--- config.mk ---
export PLATFORM = sky130hd
export DESIGN_NAME = fft_frame_host
export DESIGN_NICKNAME = d
export VERILOG_FILES = /design/src/rtl/fft_host_pkg.sv /design/src/rtl/fft_bin_peak.sv /design/src/rtl/fft_frame_host.sv
export SDC_FILE = /design/constraint.sdc
export NUM_CORES = 1
export LEC_CHECK = 0
export ABC_AREA = 1
export BUFFER_PORTS_ARGS = -buffer_cell sky130_fd_sc_hd__buf_2
export CORE_AREA = 2 2 96 98
export CTS_CLUSTER_SIZE = 12
export DETAILED_ROUTE_END_ITERATION = 16
export DIE_AREA = 0 0 98 100
export GPL_TIMING_DRIVEN = 0
export MAX_ROUTING_LAYER = met4
export PLACE_DENSITY = 0.74
export RECOVER_POWER = 100
export SYNTH_ARGS = -nofsm -noshare
export SYNTH_HDL_FRONTEND = slang
export SYNTH_SLANG_ARGS = --single-unit
--- constraint.sdc ---
create_clock -name clk -period 7.45 [get_ports clk]
set_input_delay 2.235 -clock clk [delete_from_list [all_inputs] [get_ports clk]]
set_output_delay 2.235 -clock clk [all_outputs]
set_load 0.05 [all_outputs]
--- src/rtl/fft_host_pkg.sv ---
// rtl/fft_host_pkg.sv - shared types and constants for the FFT frame host
//
// Purpose: FSM state encoding and protocol constants for the host side of
// the 8-point FFT magnitude core's slot-sequenced byte protocol.
// Ports: none (package).
package fft_host_pkg;

  typedef enum logic [1:0] {
    ST_FILL,
    ST_SYNC,
    ST_RUN,
    ST_CAPT
  } state_t;

  localparam int N_SAMP    = 8;
  localparam int LAST_SLOT = 11;
  localparam int CAPT_SLOT = 12;
  localparam int CODE_W    = 2;
  localparam int N_BINS    = 8;

endpackage

--- src/rtl/fft_bin_peak.sv ---
// rtl/fft_bin_peak.sv - combinational peak finder over packed 2-bit bin codes
//
// Purpose: find the bin with the largest 2-bit unsigned code; ties resolve
// to the lowest index. Also flags whether any code is nonzero.
// Ports:
//   flags - in,  16: packed codes, bin k at [2k+1:2k]
//   peak  - out, 3 : index of the largest code
//   any   - out, 1 : high if any code is nonzero
module fft_bin_peak
  import fft_host_pkg::*;
(
  input  logic [15:0] flags,
  output logic [2:0]  peak,
  output logic        any
);

  logic [CODE_W-1:0] best_code;

  // Strict greater-than keeps the earliest bin on ties.
  always_comb begin
    peak      = '0;
    best_code = flags[CODE_W-1:0];
    for (int k = 1; k < N_BINS; k++) begin
      if (flags[k*CODE_W +: CODE_W] > best_code) begin
        best_code = flags[k*CODE_W +: CODE_W];
        peak      = 3'(k);
      end
    end
  end

  assign any = |flags;

endmodule

--- src/rtl/fft_frame_host.sv ---
// rtl/fft_frame_host.sv - host-side frame driver for the 8-point FFT magnitude core
//
// Purpose: buffer N_SAMP samples, reset-align the core's slot counter, drive
// one sample per slot, capture the packed bin-flag word on slot CAPT_SLOT and
// present it with a peak-bin summary.
// Optional feature: FFT_HOST_OVERRUN_EN - never stall for the result register;
// a capture over an unconsumed result sets the sticky overrun flag.
// Ports:
//   clk, rst_n                - clock, synchronous active-low reset
//   s_valid/s_ready/s_data    - sample input stream
//   dut_rst_n/dut_ena/dut_data- core reset, enable and per-slot sample
//   dut_result                - core packed flags {uio_out, uo_out}
//   r_valid/r_ready           - result handshake
//   r_bins/r_peak/r_any       - captured flags and peak summary
//   overrun                   - sticky overrun (0 unless FFT_HOST_OVERRUN_EN)
module fft_frame_host
  import fft_host_pkg::*;
#(
  parameter int N_SAMP    = fft_host_pkg::N_SAMP,
  parameter int SAMP_W    = 8,
  parameter int CAPT_SLOT = fft_host_pkg::CAPT_SLOT
) (
  input  logic              clk,
  input  logic              rst_n,
  input  logic              s_valid,
  output logic              s_ready,
  input  logic [SAMP_W-1:0] s_data,
  output logic              dut_rst_n,
  output logic              dut_ena,
  output logic [SAMP_W-1:0] dut_data,
  input  logic [15:0]       dut_result,
  output logic              r_valid,
  input  logic              r_ready,
  output logic [15:0]       r_bins,
  output logic [2:0]        r_peak,
  output logic              r_any,
  output logic              overrun
);

  localparam int CNT_W  = $clog2(N_SAMP + 1);
  localparam int IDX_W  = $clog2(N_SAMP);
  localparam int SLOT_W = $clog2(CAPT_SLOT + 1);
  localparam int LAST   = CAPT_SLOT - 1;

  state_t            state, state_next;
  logic [CNT_W-1:0]  count;
  logic [SLOT_W-1:0] slot;
  logic [SAMP_W-1:0] samp_buf [N_SAMP];
  logic              accept;
  logic              full;
  logic              hold;
  logic [2:0]        peak_idx;
  logic              peak_any;

  fft_bin_peak u_peak (
    .flags (dut_result),
    .peak  (peak_idx),
    .any   (peak_any)
  );

  assign s_ready = rst_n && (state == ST_FILL) && (count < CNT_W'(N_SAMP));
  assign accept  = s_valid && s_ready;

  // Buffer counts as full in the same cycle the last sample is accepted,
  // so SYNC follows the final accept by exactly one cycle.
  assign full = (count == CNT_W'(N_SAMP)) ||
                (accept && (count == CNT_W'(N_SAMP - 1)));

  always_ff @(posedge clk) begin
    if (!rst_n) state <= ST_FILL;
    else        state <= state_next;
  end

  always_comb begin
    state_next = state;
    dut_rst_n  = rst_n;
    dut_ena    = 1'b0;
    dut_data   = '0;
    case (state)
      ST_FILL: if (full && !hold) state_next = ST_SYNC;
      ST_SYNC: begin
        // Enable must stay low: the core's enable branch beats its reset.
        dut_rst_n  = 1'b0;
        state_next = ST_RUN;
      end
      ST_RUN: begin
        dut_ena = 1'b1;
        if (slot < SLOT_W'(N_SAMP)) dut_data = samp_buf[slot[IDX_W-1:0]];
        if (slot == SLOT_W'(LAST)) state_next = ST_CAPT;
      end
      ST_CAPT: state_next = ST_FILL;
      default: state_next = ST_FILL;
    endcase
  end

  always_ff @(posedge clk) begin
    if (accept) samp_buf[count[IDX_W-1:0]] <= s_data;
  end

  always_ff @(posedge clk) begin
    if (!rst_n) begin
      count   <= '0;
      slot    <= '0;
      r_valid <= 1'b0;
      r_bins  <= '0;
      r_peak  <= '0;
      r_any   <= 1'b0;
    end else begin
      if (accept) count <= count + CNT_W'(1);
      if (state == ST_SYNC)     slot <= '0;
      else if (state == ST_RUN) slot <= slot + SLOT_W'(1);
      // Capture wins over consume, so a same-cycle r_ready loses nothing.
      if (state == ST_CAPT) begin
        count   <= '0;
        r_bins  <= dut_result;
        r_peak  <= peak_idx;
        r_any   <= peak_any;
        r_valid <= 1'b1;
      end else if (r_ready) begin
        r_valid <= 1'b0;
      end
    end
  end

`ifdef FFT_HOST_OVERRUN_EN
  assign hold = 1'b0;
  always_ff @(posedge clk) begin
    if (!rst_n)                                         overrun <= 1'b0;
    else if ((state == ST_CAPT) && r_valid && !r_ready) overrun <= 1'b1;
  end
`else
  assign hold    = r_valid;
  assign overrun = 1'b0;
`endif

endmodule

==> reports/metrics.csv <==
metric,value,unit
outcome,completed,
DP Cell Count,603,
Critical Path End Type,flip-flop,
CTS Buf Count,9,
hold-fix buffers at CTS,0,
post-synth net total,488,
Final WS setup,282,ps
routing usage on met1,24.4,%
Rows,35,
critical path arrival,7430,ps
clock skew,12.5,ps
post-route antenna net violation count,0,
startpoint type of the worst setup path,input pin,
Post-Route WL,9810,um
first drt pass iteration count,7,
CTS tree,yes,
P_sw,243,uW
M2 GR Usage,36.9,%
Slew Limit Fails,0,
Worst EP required,7710,ps
synthesized cell area,4380,um2
clock root cell,clkbuf_8,
grt ovf,0,
Area Overhead vs Synth,14.9,%
WS Path Type,in2reg,
initial antenna violation count,0,
fin crit period,7170,ps
largest net degree at the start of global routing,17,
CP most frequent cell,ha_1,
Mapped Cells,433,
core area,8890,um2
ANT cells,0,
GR peak layer,met2,
number of setup violations in the final report,0,
Post-route DRC,0,
final hold viol count,0,
YS warnings,0,
fillers,766,
Pint,757,uW
clock transition at the registers of the reported paths,90,ps
maximum clock frequency,0.140,GHz
switch share,24.3,%
"Slowest-stage cell, CP",ha_1,
Chip Width,98,um
met3 Use GR,4.67,%
final non-filler cell total,624,
Clock Sinks,98,
Slew HR,35.7,%
clock latency on the worst-skew pair,360,ps
Die Area,9800,um2
"FF+latch count, synth",98,
Logic pwr share,9.9,%
total vias in the final route,3408,
CTS Buffer Depth,2,
Syn Area/Cell,10.1,um2
Buffers on Ports,59,
share of cells above drive strength 1,13.5,%
vias in the first global route,3377,
Nets,563,
Placer Congestion,0.815,
vias per inst,5.46,
max cap viols,0,
clock power share,31.8,%
sequential fraction of the synthesis area,59.4,%
worst slack at placement,-519,ps
Starting Density,49.2,%
HPWL Detailed,6750,um
CTS H-tree depth,3,
Max stage delay on crit path,270,ps
Chip Height,100,um
Avg WL per Cell,15.7,um
crit-path max FO,4,
Synth cell types,34,
first-pass GRT wire length,16000,um
maximum vdd drop,0.0842,mV
Seq pwr share,58.4,%
period utilisation layout,96.2,%
Total GRT Usage,21.5,%
static leakage,0.00197,uW
Worst Tran Pin Value,961,ps
DR iter-0 viols,131,
IO Pins,61,
power per standard cell area,199,nW/um2
Hold WC Path Type,reg2reg,
-- power groups by stage --
stage | combinational, uW | sequential (uW) | clock, uW
2_1_floorplan | 56.3 | 596 | 0
6_report | 98.6 | 584 | 318
3_5_place_dp | 82.6 | 596 | 0
5_1_grt | 114 | 584 | 346
4_1_cts | 85.1 | 584 | 325
3_3_place_gp | 78.9 | 596 | 0
-- per-stage QoR --
step / setup TNS, ps / util [%] / hold slack [ps] / power, uW / instance area, um2
2_1_floorplan: 0 / - / 458 / 652 / 4380
6_report: 0 / 56.6 / 488 / 1000 / 5030
4_1_cts: 0 / 56.3 / 484 / 994 / 5000
3_3_place_gp: -925 / 54.1 / 462 / 675 / 4810
5_1_grt: -330 / 56.6 / 504 / 1040 / 5030
3_5_place_dp: -1390 / 54.1 / 468 / 679 / 4810
-- final cells by class --
| type | instances | area, um2 | share of cell area [%] |
|---|---|---|---|
| buffer | 16 | 71.3 | 1.42 |
| clock buffer | 11 | 145 | 2.88 |
| clock inverter | 5 | 35.0 | 0.696 |
| inverter | 43 | 164 | 3.26 |
| multi-input combinational | 276 | 1600 | 31.7 |
| sequential | 98 | 2600 | 51.7 |
| tap | 111 | 139 | 2.76 |
| timing repair buffer | 64 | 280 | 5.57 |
-- cells by family (layout without fill, tap and decap cells) --
family / Yosys count / after routing / synth area share (%)
AO/OA/AOI/OAI: 118 / 118 / 14.6
AND/OR/NAND/NOR: 130 / 130 / 12.8
buffers and inverters: 59 / 139 / 5.32
adder cells (fa/ha/maj): 27 / 27 / 7.72
flip-flops: 98 / 98 / 59.4
other: 1 / 1 / 0.0857
-- what timing repair did --
item | 4_1_cts | 5_1_grt
pin swaps | 0 | 11
endpoints found under the setup margin | 3 | 3
resized for setup | 3 | 19
hold endpoints to repair | 0 | 0
setup buffers | 0 | 5
-- synthesized netlist by cell type, drive strengths merged --
cell type / count / area (um2)
dfxtp: 34 / 681
o22ai: 11 / 68.8
o211ai: 1 / 7.51
o21ai: 65 / 329
nor3b: 1 / 7.51
conb: 1 / 3.75
ha: 27 / 338
a21oi: 27 / 139
nor2: 72 / 283
or2: 3 / 18.8
inv: 43 / 161
a31oi: 8 / 50.1
a211oi: 2 / 15.0
and3: 1 / 6.26
edfxtp: 64 / 1920
nand2: 30 / 115
nand4: 3 / 18.8
nor3: 3 / 15.0
and2: 4 / 25.0
buf: 7 / 37.5
clkbuf: 9 / 33.8
o21a: 1 / 7.51
nand3: 11 / 60.1
o21bai: 3 / 22.5
nor4: 2 / 12.5
-- critical path, delay by kind of cell --
family	cells	cell delay, ps
compound gates	8	1150
fa+ha+maj	7	1620
buf+inv	6	380
simple gates	16	2000
-- path summary, 6_finish.rpt --
kind	from	to	slack, ps	cells after the start
min	r_bins[11]$_SDFFE_PN0P_	r_bins[11]$_SDFFE_PN0P_	490	2
min reg2reg	r_bins[11]$_SDFFE_PN0P_	r_bins[11]$_SDFFE_PN0P_	490	2
max	dut_result[1]	r_peak[1]$_SDFFE_PN0P_	280	37
max reg2reg	state[0]$_SDFFE_PN0P_	samp_buf[7][3]$_DFFE_PP_	5080	8
-- cells in the final DEF (no fill, tap or decap), drive strengths merged, types with 4 or more instances in the layout --
cell and n:
o21ai 65, ha 27, edfxtp 64, inv 46, clkbuf 62, dfxtp 34
a21oi 27, o22ai 11, nand3 11, and2 4, nor2 72, nand2 30
a31oi 8, buf 29
-- layer usage --
metal / share of wire [%] / up-vias
met5: 0 / -
met4: 1.8 / 0
met3: 7.8 / 15
met2: 50 / 137
met1: 40 / 1600
li1: - / 1656
-- sequential cells by signal, summed over array words and instances (netlist names), named ones only --
signal    flops
samp_buf     64
r_bins       16
count         4
slot          4
r_peak        3
state         2
r_any         1
r_valid       1
Note: power is estimated with default switching activity, not from simulation.
